### config.mk
export PLATFORM = sky130hd
export DESIGN_NAME = if_id_stage_flat
export DESIGN_NICKNAME = d
export VERILOG_FILES = /design/src/rtl/if_id_stage_if.sv /design/src/rtl/if_id_stage.sv /design/src/flat_wrapper.sv
export SDC_FILE = /design/constraint.sdc
export NUM_CORES = 1
export LEC_CHECK = 0
export CAP_MARGIN = 25
export CORE_UTILIZATION = 41
export CTS_CLUSTER_DIAMETER = 40
export DETAILED_ROUTE_END_ITERATION = 7
export PLACE_DENSITY = 0.94
export SLEW_MARGIN = 20
export SYNTH_ARGS = -nofsm -noshare
export SYNTH_HDL_FRONTEND = slang
export SYNTH_SLANG_ARGS = --single-unit
### constraint.sdc
create_clock -name clk -period 5.3 [get_ports clk]
set_input_delay 0.795 -clock clk [delete_from_list [all_inputs] [get_ports clk]]
set_output_delay 0.795 -clock clk [all_outputs]
set_load 0.01 [all_outputs]
### src/rtl/if_id_stage_if.sv
// IF/ID stage bundle: fetch-side inputs, EX hazard/branch feedback, and
// the registered decode-side outputs plus PC/bubble control and counters.
// slave = the pipeline register itself; master = whoever drives and observes it.
interface if_id_stage_if #(
  parameter int CNT_W = 32
);
  logic [31:0]      instr_if;
  logic [63:0]      pc_if;
  logic             valid_if;
  logic             ab_sel_id;
  logic             MemtoReg_ex;
  logic             RegWrite_ex;
  logic [4:0]       Rd_ex;
  logic             BrTaken;

  logic [31:0]      instr_id;
  logic [63:0]      pc_id;
  logic             valid_id;
  logic             pc_write;
  logic             bubble_id;
  logic [1:0]       state;
  logic [CNT_W-1:0] stall_cnt;
  logic [CNT_W-1:0] flush_cnt;

  modport slave (
    input  instr_if, pc_if, valid_if, ab_sel_id,
    input  MemtoReg_ex, RegWrite_ex, Rd_ex, BrTaken,
    output instr_id, pc_id, valid_id, pc_write, bubble_id,
    output state, stall_cnt, flush_cnt
  );

  modport master (
    output instr_if, pc_if, valid_if, ab_sel_id,
    output MemtoReg_ex, RegWrite_ex, Rd_ex, BrTaken,
    input  instr_id, pc_id, valid_id, pc_write, bubble_id,
    input  state, stall_cnt, flush_cnt
  );
endinterface

### src/rtl/if_id_stage.sv
// IF/ID pipeline register with load-use stall and branch flush (RUN/STALL/FLUSH FSM).
// Latency: one cycle instr_if -> instr_id; a load-use hazard inserts exactly one bubble.
// Backpressure: pc_write=0 holds the PC during a stall; optional IF_ID_PERF_CNT_EN adds counters.
module if_id_stage #(
  parameter logic [31:0] NOP_INSTR = 32'hD503201F,
  parameter int          CNT_W     = 32
) (
  input logic          clk,
  input logic          reset,
  if_id_stage_if.slave bus
);

  typedef enum logic [1:0] {
    ST_RUN   = 2'b00,
    ST_STALL = 2'b01,
    ST_FLUSH = 2'b10,
    ST_BAD   = 2'b11
  } state_t;

  state_t      state_q, state_n;
  logic [31:0] instr_q, instr_n;
  logic [63:0] pc_q, pc_n;
  logic        valid_q, valid_n;
  logic        enter_stall, enter_flush;
  logic        hazard;
  logic [4:0]  rn_id, ab_id;

  // Source registers of the instruction sitting in decode
  assign rn_id = instr_q[9:5];
  assign ab_id = bus.ab_sel_id ? instr_q[4:0] : instr_q[20:16];

  // Load-use hazard; only RUN can stall, so a stall never repeats back to back
  assign hazard = (state_q == ST_RUN) & valid_q & bus.MemtoReg_ex & bus.RegWrite_ex &
                  (bus.Rd_ex != 5'd31) & ((bus.Rd_ex == rn_id) | (bus.Rd_ex == ab_id));

  // Next-state and IF/ID contents; a taken branch beats the hazard
  always_comb begin
    state_n     = ST_RUN;
    instr_n     = bus.instr_if;
    pc_n        = bus.pc_if;
    valid_n     = bus.valid_if;
    enter_stall = 1'b0;
    enter_flush = 1'b0;
    if (state_q == ST_BAD) begin
      // Illegal encoding recovers to RUN with the slot scrubbed
      instr_n = NOP_INSTR;
      pc_n    = 64'd0;
      valid_n = 1'b0;
    end else if (bus.BrTaken) begin
      state_n     = ST_FLUSH;
      instr_n     = NOP_INSTR;
      pc_n        = 64'd0;
      valid_n     = 1'b0;
      enter_flush = 1'b1;
    end else if (hazard) begin
      state_n     = ST_STALL;
      instr_n     = instr_q;
      pc_n        = pc_q;
      valid_n     = valid_q;
      enter_stall = 1'b1;
    end
  end

  // State and pipeline register update with synchronous reset
  always_ff @(posedge clk) begin
    if (!reset) begin
      state_q <= ST_RUN;
      instr_q <= NOP_INSTR;
      pc_q    <= 64'd0;
      valid_q <= 1'b0;
    end else begin
      state_q <= state_n;
      instr_q <= instr_n;
      pc_q    <= pc_n;
      valid_q <= valid_n;
    end
  end

  // PC may always advance under reset; otherwise hold only on an unbranched hazard
  assign bus.pc_write  = ~reset | ~hazard | bus.BrTaken;
  assign bus.bubble_id = reset & hazard & ~bus.BrTaken;

  assign bus.instr_id = instr_q;
  assign bus.pc_id    = pc_q;
  assign bus.valid_id = valid_q;
  assign bus.state    = state_q;

`ifdef IF_ID_PERF_CNT_EN
  logic [CNT_W-1:0] stall_q, flush_q;

  // Saturating event counters for stall entries and flush entries
  always_ff @(posedge clk) begin
    if (!reset) begin
      stall_q <= '0;
      flush_q <= '0;
    end else begin
      if (enter_stall && (stall_q != {CNT_W{1'b1}})) stall_q <= stall_q + 1'b1;
      if (enter_flush && (flush_q != {CNT_W{1'b1}})) flush_q <= flush_q + 1'b1;
    end
  end

  assign bus.stall_cnt = stall_q;
  assign bus.flush_cnt = flush_q;
`else
  logic unused_cnt;
  assign unused_cnt    = enter_stall ^ enter_flush;
  assign bus.stall_cnt = {CNT_W{1'b0}};
  assign bus.flush_cnt = {CNT_W{1'b0}};
`endif

endmodule

### src/flat_wrapper.sv
// flat-port wrapper written by rule: the top's interface ports become plain ports
module if_id_stage_flat 
#(
  parameter logic [31:0] NOP_INSTR = 32'hD503201F,
  parameter int          CNT_W     = 32
)
  (clk, reset, bus_instr_if, bus_pc_if, bus_valid_if, bus_ab_sel_id, bus_MemtoReg_ex, bus_RegWrite_ex, bus_Rd_ex, bus_BrTaken, bus_instr_id, bus_pc_id, bus_valid_id, bus_pc_write, bus_bubble_id, bus_state, bus_stall_cnt, bus_flush_cnt);
  if_id_stage_if #(.CNT_W(CNT_W)) bus_i ();
  input logic clk;
  input logic reset;
  input wire logic [$bits(bus_i.instr_if)-1:0] bus_instr_if;
  input wire logic [$bits(bus_i.pc_if)-1:0] bus_pc_if;
  input wire logic [$bits(bus_i.valid_if)-1:0] bus_valid_if;
  input wire logic [$bits(bus_i.ab_sel_id)-1:0] bus_ab_sel_id;
  input wire logic [$bits(bus_i.MemtoReg_ex)-1:0] bus_MemtoReg_ex;
  input wire logic [$bits(bus_i.RegWrite_ex)-1:0] bus_RegWrite_ex;
  input wire logic [$bits(bus_i.Rd_ex)-1:0] bus_Rd_ex;
  input wire logic [$bits(bus_i.BrTaken)-1:0] bus_BrTaken;
  output wire logic [$bits(bus_i.instr_id)-1:0] bus_instr_id;
  output wire logic [$bits(bus_i.pc_id)-1:0] bus_pc_id;
  output wire logic [$bits(bus_i.valid_id)-1:0] bus_valid_id;
  output wire logic [$bits(bus_i.pc_write)-1:0] bus_pc_write;
  output wire logic [$bits(bus_i.bubble_id)-1:0] bus_bubble_id;
  output wire logic [$bits(bus_i.state)-1:0] bus_state;
  output wire logic [$bits(bus_i.stall_cnt)-1:0] bus_stall_cnt;
  output wire logic [$bits(bus_i.flush_cnt)-1:0] bus_flush_cnt;
  assign bus_i.instr_if = bus_instr_if;
  assign bus_i.pc_if = bus_pc_if;
  assign bus_i.valid_if = bus_valid_if;
  assign bus_i.ab_sel_id = bus_ab_sel_id;
  assign bus_i.MemtoReg_ex = bus_MemtoReg_ex;
  assign bus_i.RegWrite_ex = bus_RegWrite_ex;
  assign bus_i.Rd_ex = bus_Rd_ex;
  assign bus_i.BrTaken = bus_BrTaken;
  assign bus_instr_id = bus_i.instr_id;
  assign bus_pc_id = bus_i.pc_id;
  assign bus_valid_id = bus_i.valid_id;
  assign bus_pc_write = bus_i.pc_write;
  assign bus_bubble_id = bus_i.bubble_id;
  assign bus_state = bus_i.state;
  assign bus_stall_cnt = bus_i.stall_cnt;
  assign bus_flush_cnt = bus_i.flush_cnt;
  if_id_stage #(.NOP_INSTR(NOP_INSTR), .CNT_W(CNT_W)) u_core (.clk(clk), .reset(reset), .bus(bus_i));
endmodule
# After elaboration in Yosys (flattened, before gate mapping)
# Cells that the tools add are included.
# Widths: inputs -> output; s select.
# word_totals
in_bits	108
output_inout_bits	165
register_bits	99
elab_cells	28
# classes
muxes	3
reduce_logical	3
n_bitwise	13
n_eq_ne	4
# op_table
cell	n
$eq 5x5->1	2
$and 1x1->1	7
$mux 5	1
$ne 5x5->1 const B	1
$not 1->1	3
$or 1x1->1	3
$reduce_or 3->1	1
$eq 2x2->1 const B	1
$logic_not 2->1	1
$mux 2	1
$reduce_or 2->1	1
$mux 1	1

# Longest topological paths before layout
# depth
ltp_word	9
depth_mapped	9

# Least setup slack after synthesis
# OpenSTA, ideal clock, no wires.
# synth_timing
path_type	input -> output
startpoint	in bus_ab_sel_id
endpoint	out bus_bubble_id
t_arrival_ps	2115
n_path_buf	1
cell_stages	6
required_ps	4505
slack_ps	2390
cell_sequence	buf_6 > mux2i_1 > xnor2_1 > or4_1 > o32ai_1 > and2_1
# synth_between
elab_chain_cells	6
# synth_lines
element	line_no	text
from (decl)	flat_wrapper.sv:14	input wire logic [$bits(bus_i.ab_sel_id)-1:0] bus_ab_sel_id;
$mux 5	if_id_stage.sv:30	assign ab_id = bus.ab_sel_id ? instr_q[4:0] : instr_q[20:16];
$eq 5x5->1	if_id_stage.sv:34	(bus.Rd_ex != 5'd31) & ((bus.Rd_ex == rn_id) | (bus.Rd_ex == ab_id));
$or 1x1->1	if_id_stage.sv:34	
$and 1x1->1	if_id_stage.sv:34	
$and 1x1->1 (2 in a row)	if_id_stage.sv:81	assign bus.bubble_id = reset & hazard & ~bus.BrTaken;
to (decl)	flat_wrapper.sv:23	output wire logic [$bits(bus_i.bubble_id)-1:0] bus_bubble_id;
# Every way passes these cells.

# Final worst setup path
# Same ends and word-level chain as after synthesis.

==> flow_summary.ini <==
[synthesis]
synth-seq-cells = 99
netlist_top_cells_area = dfxtp_1 43%, mux2i_1 22%, nand2_1 14%
async_flop_share_pct = 0
yosysTopAreaCell = dfxtp_1
avgSynthCellArea_um2 = 8.80
synth_cells = 522
synth_warnings = 0
ys.flop_type = dfxtp_1
synth_area_um2 = 4590
ys_types = 26
synth-seq-area-share_pct = 43.2
synth_top_cell_area_share_pct = 43.2
synth_edf_count = 0

[placement]
hpwl_mm = 8.07
place_congestion = 0.730
place.port_buffers = 208

[power]
ir_drop_uv = 158
power_density_nw_per_um2 = 228
p_leak_uw = 0.00314

[global_route]
grt_max_degree = 95
grt_pass1_wl_mm = 16.8
grt_antenna_before_repair = 0
grt_pass1_vias = 3546
gr-usage-all-layers_pct = 18.3
gr-total-overflow = 0

[detailed_routing]
vias_per_cell = 4.48
totalWireLength_mm = 10.9
drtAntennaViolNets = 0
vias = 3825
remaining_drc_errors = 0
dr.first_iter.drc_count = 164
avgRoutedWirePerCell_um = 12.8
drtPass1Iterations = 4

[worst_setup_path]
crit_family = buffers and inverters
path_buf_inv = 2
crit_chain = clkdlybuf4s50_1 > mux2i_1 > xnor2_1 > or4_1 > o32ai_1 > and2_1 > clkdlybuf4s50_1
cp_common_cell = clkdlybuf4s50_1
crit_arrival_ps = 3460
critPathRequiredTime_ps = 4510
slowest_delay_ps = 650
cp-end-kind = output port
crit_type = primary input to output port
critPathMaxFanout = 5
critPathLaunchType = primary input
crit_slowest_cell = clkdlybuf4s50_1

[final_layout]
area_growth_pct = 45.3
layout-drive-gt1-share_pct = 2.80
diodes = 0
final_net_count = 818
fill_cells = 916
fin_util_pct = 61.3

[clocking]
cts-buffers-inserted = 9
cts_tree = done
root_buffer = clkbuf_8
clockBufferDepth = 2
cts_resized = 0
cts_hold_buf = 0
post_cts_buffers = 0
clk_latency_ps = 350
cts.sinks = 99
htreeDepth = 3
clk_pin_slew_ps = 90

[sta]
skew_ps = 14.7
slew-limit-headroom_pct = 43.0
fin_crit_ps = 4260
post-route-period-util_pct = 80.4
worst_slew_pin_slew_ps = 854
drv_slew = 0
hold-worst-slack_ps = 460
finalSetupViolations = 0
finalSetupTns_ps = 0
rsz0062_at_grt = false
fmax_ghz = 0.235
hold_viol_final = 0

[status]
status = finished, final reports clean

[floorplanning]
std_cell_rows = 38
die_w_um = 108
initial_utilization_pct = 42.2
die_height_um = 108
io_pins = 273
die_area_um2 = 11600
core_um2 = 10900

[worst_hold_path]
hold_class = flip-flop to flip-flop

[run]
drv_cap = 0
-- cell families after synthesis --
| group | count (synthesis) | share of synthesized area [%] |
|---|---|---|
| AOI/OAI and AO/OA | 4 | 0.654 |
| xor gates and xnor gates | 10 | 1.91 |
| buffers and inverters | 99 | 14.5 |
| DFF | 99 | 43.2 |
| muxes | 101 | 22.0 |
| other | 1 | 0.0817 |
| and+or+nand+nor | 208 | 17.7 |
-- synthesized netlist by cell type, types with 2 or more instances --
library cell  number
nor2_1            26
mux2i_1          101
dfxtp_1           99
xnor2_1            9
nand2_1          170
buf_4             64
buf_6              6
buf_2              6
clkbuf_1          21
inv_1              2
and2_1             3
-- placed cells by master (no fill, tap or decap), types with 2 or more instances in the layout --
master / instances
nor2_1: 26
buf_4: 2
inv_1: 2
nand2_1: 170
clkbuf_8: 9
mux2i_1: 101
dfxtp_1: 99
clkdlybuf4s50_1: 208
xnor2_1: 9
clkinv_2: 2
conb_1: 64
inv_6: 2
and2_1: 2
-- power by group --
group          total, uW  leakage, uW  switching [uW]  internal (uW)
Sequential           791     0.000814            17.8            774
Clock                480    0.0000959             262            218
Combinational        251      0.00223             106            145
Total               1520      0.00314             386           1140
-- worst paths after layout --
kind                            depth (start not counted)                             start  slack [ps]                                end
worst min register to register                          2  u_core.bus.pc_id[6]$_SDFFE_PP0N_         460   u_core.bus.pc_id[6]$_SDFFE_PP0N_
worst max register to register                          6    u_core.bus.state[1]$_SDFF_PP0_        2900  u_core.bus.pc_id[11]$_SDFFE_PP0N_
worst min-delay path                                    2  u_core.bus.pc_id[6]$_SDFFE_PP0N_         460   u_core.bus.pc_id[6]$_SDFFE_PP0N_
worst max-delay path                                    7                     bus_ab_sel_id        1040                      bus_bubble_id
-- registers in the layout, indices dropped and copies added (netlist names) --
| register | cells |
|---|---|
| u_core.bus.pc_id | 64 |
| u_core.bus.instr_id | 32 |
| u_core.bus.state | 2 |
| u_core.bus.valid_id | 1 |
-- layer usage --
metal	vias up	part of all wire (%)	track usage, %
li1	1907	-	-
met1	1747	41	20.3
met2	163	49	32.6
met3	8	9.7	7.20
met4	0	0.95	4.70
met5	-	0	0
-- per-stage QoR --
step	setup slack (ps)	cell area, um2	std cells	total power (uW)
floorplan	2390	4830	585	940
global placement	1210	6480	839	1050
detailed placement	1080	6480	839	1060
CTS	1070	6670	854	1540
global route	961	6670	854	1600
finish	1040	6670	854	1520
-- worst reg2reg max path, cell delays in order (launching register included) --
cell	delay, ps
dfxtp_1	340
nor4bb_1	370
o211ai_1	220
nor4_1	530
a31oi_4	140
buf_4	390
mux2i_1	260
-- area by class of cell --
| class | instances | area, um2 | area share, % |
|---|---|---|---|
| Tap cell | 140 | 175 | 2.63 |
| Timing Repair Buffer | 211 | 2120 | 31.7 |
| Inverter | 2 | 7.51 | 0.113 |
| Multi-Input combinational cell | 387 | 2200 | 33.0 |
| Clock buffer | 9 | 124 | 1.86 |
| Clock inverter | 6 | 65.1 | 0.975 |
| Sequential cell | 99 | 1980 | 29.7 |
Power figures use the tool's default switching activity.
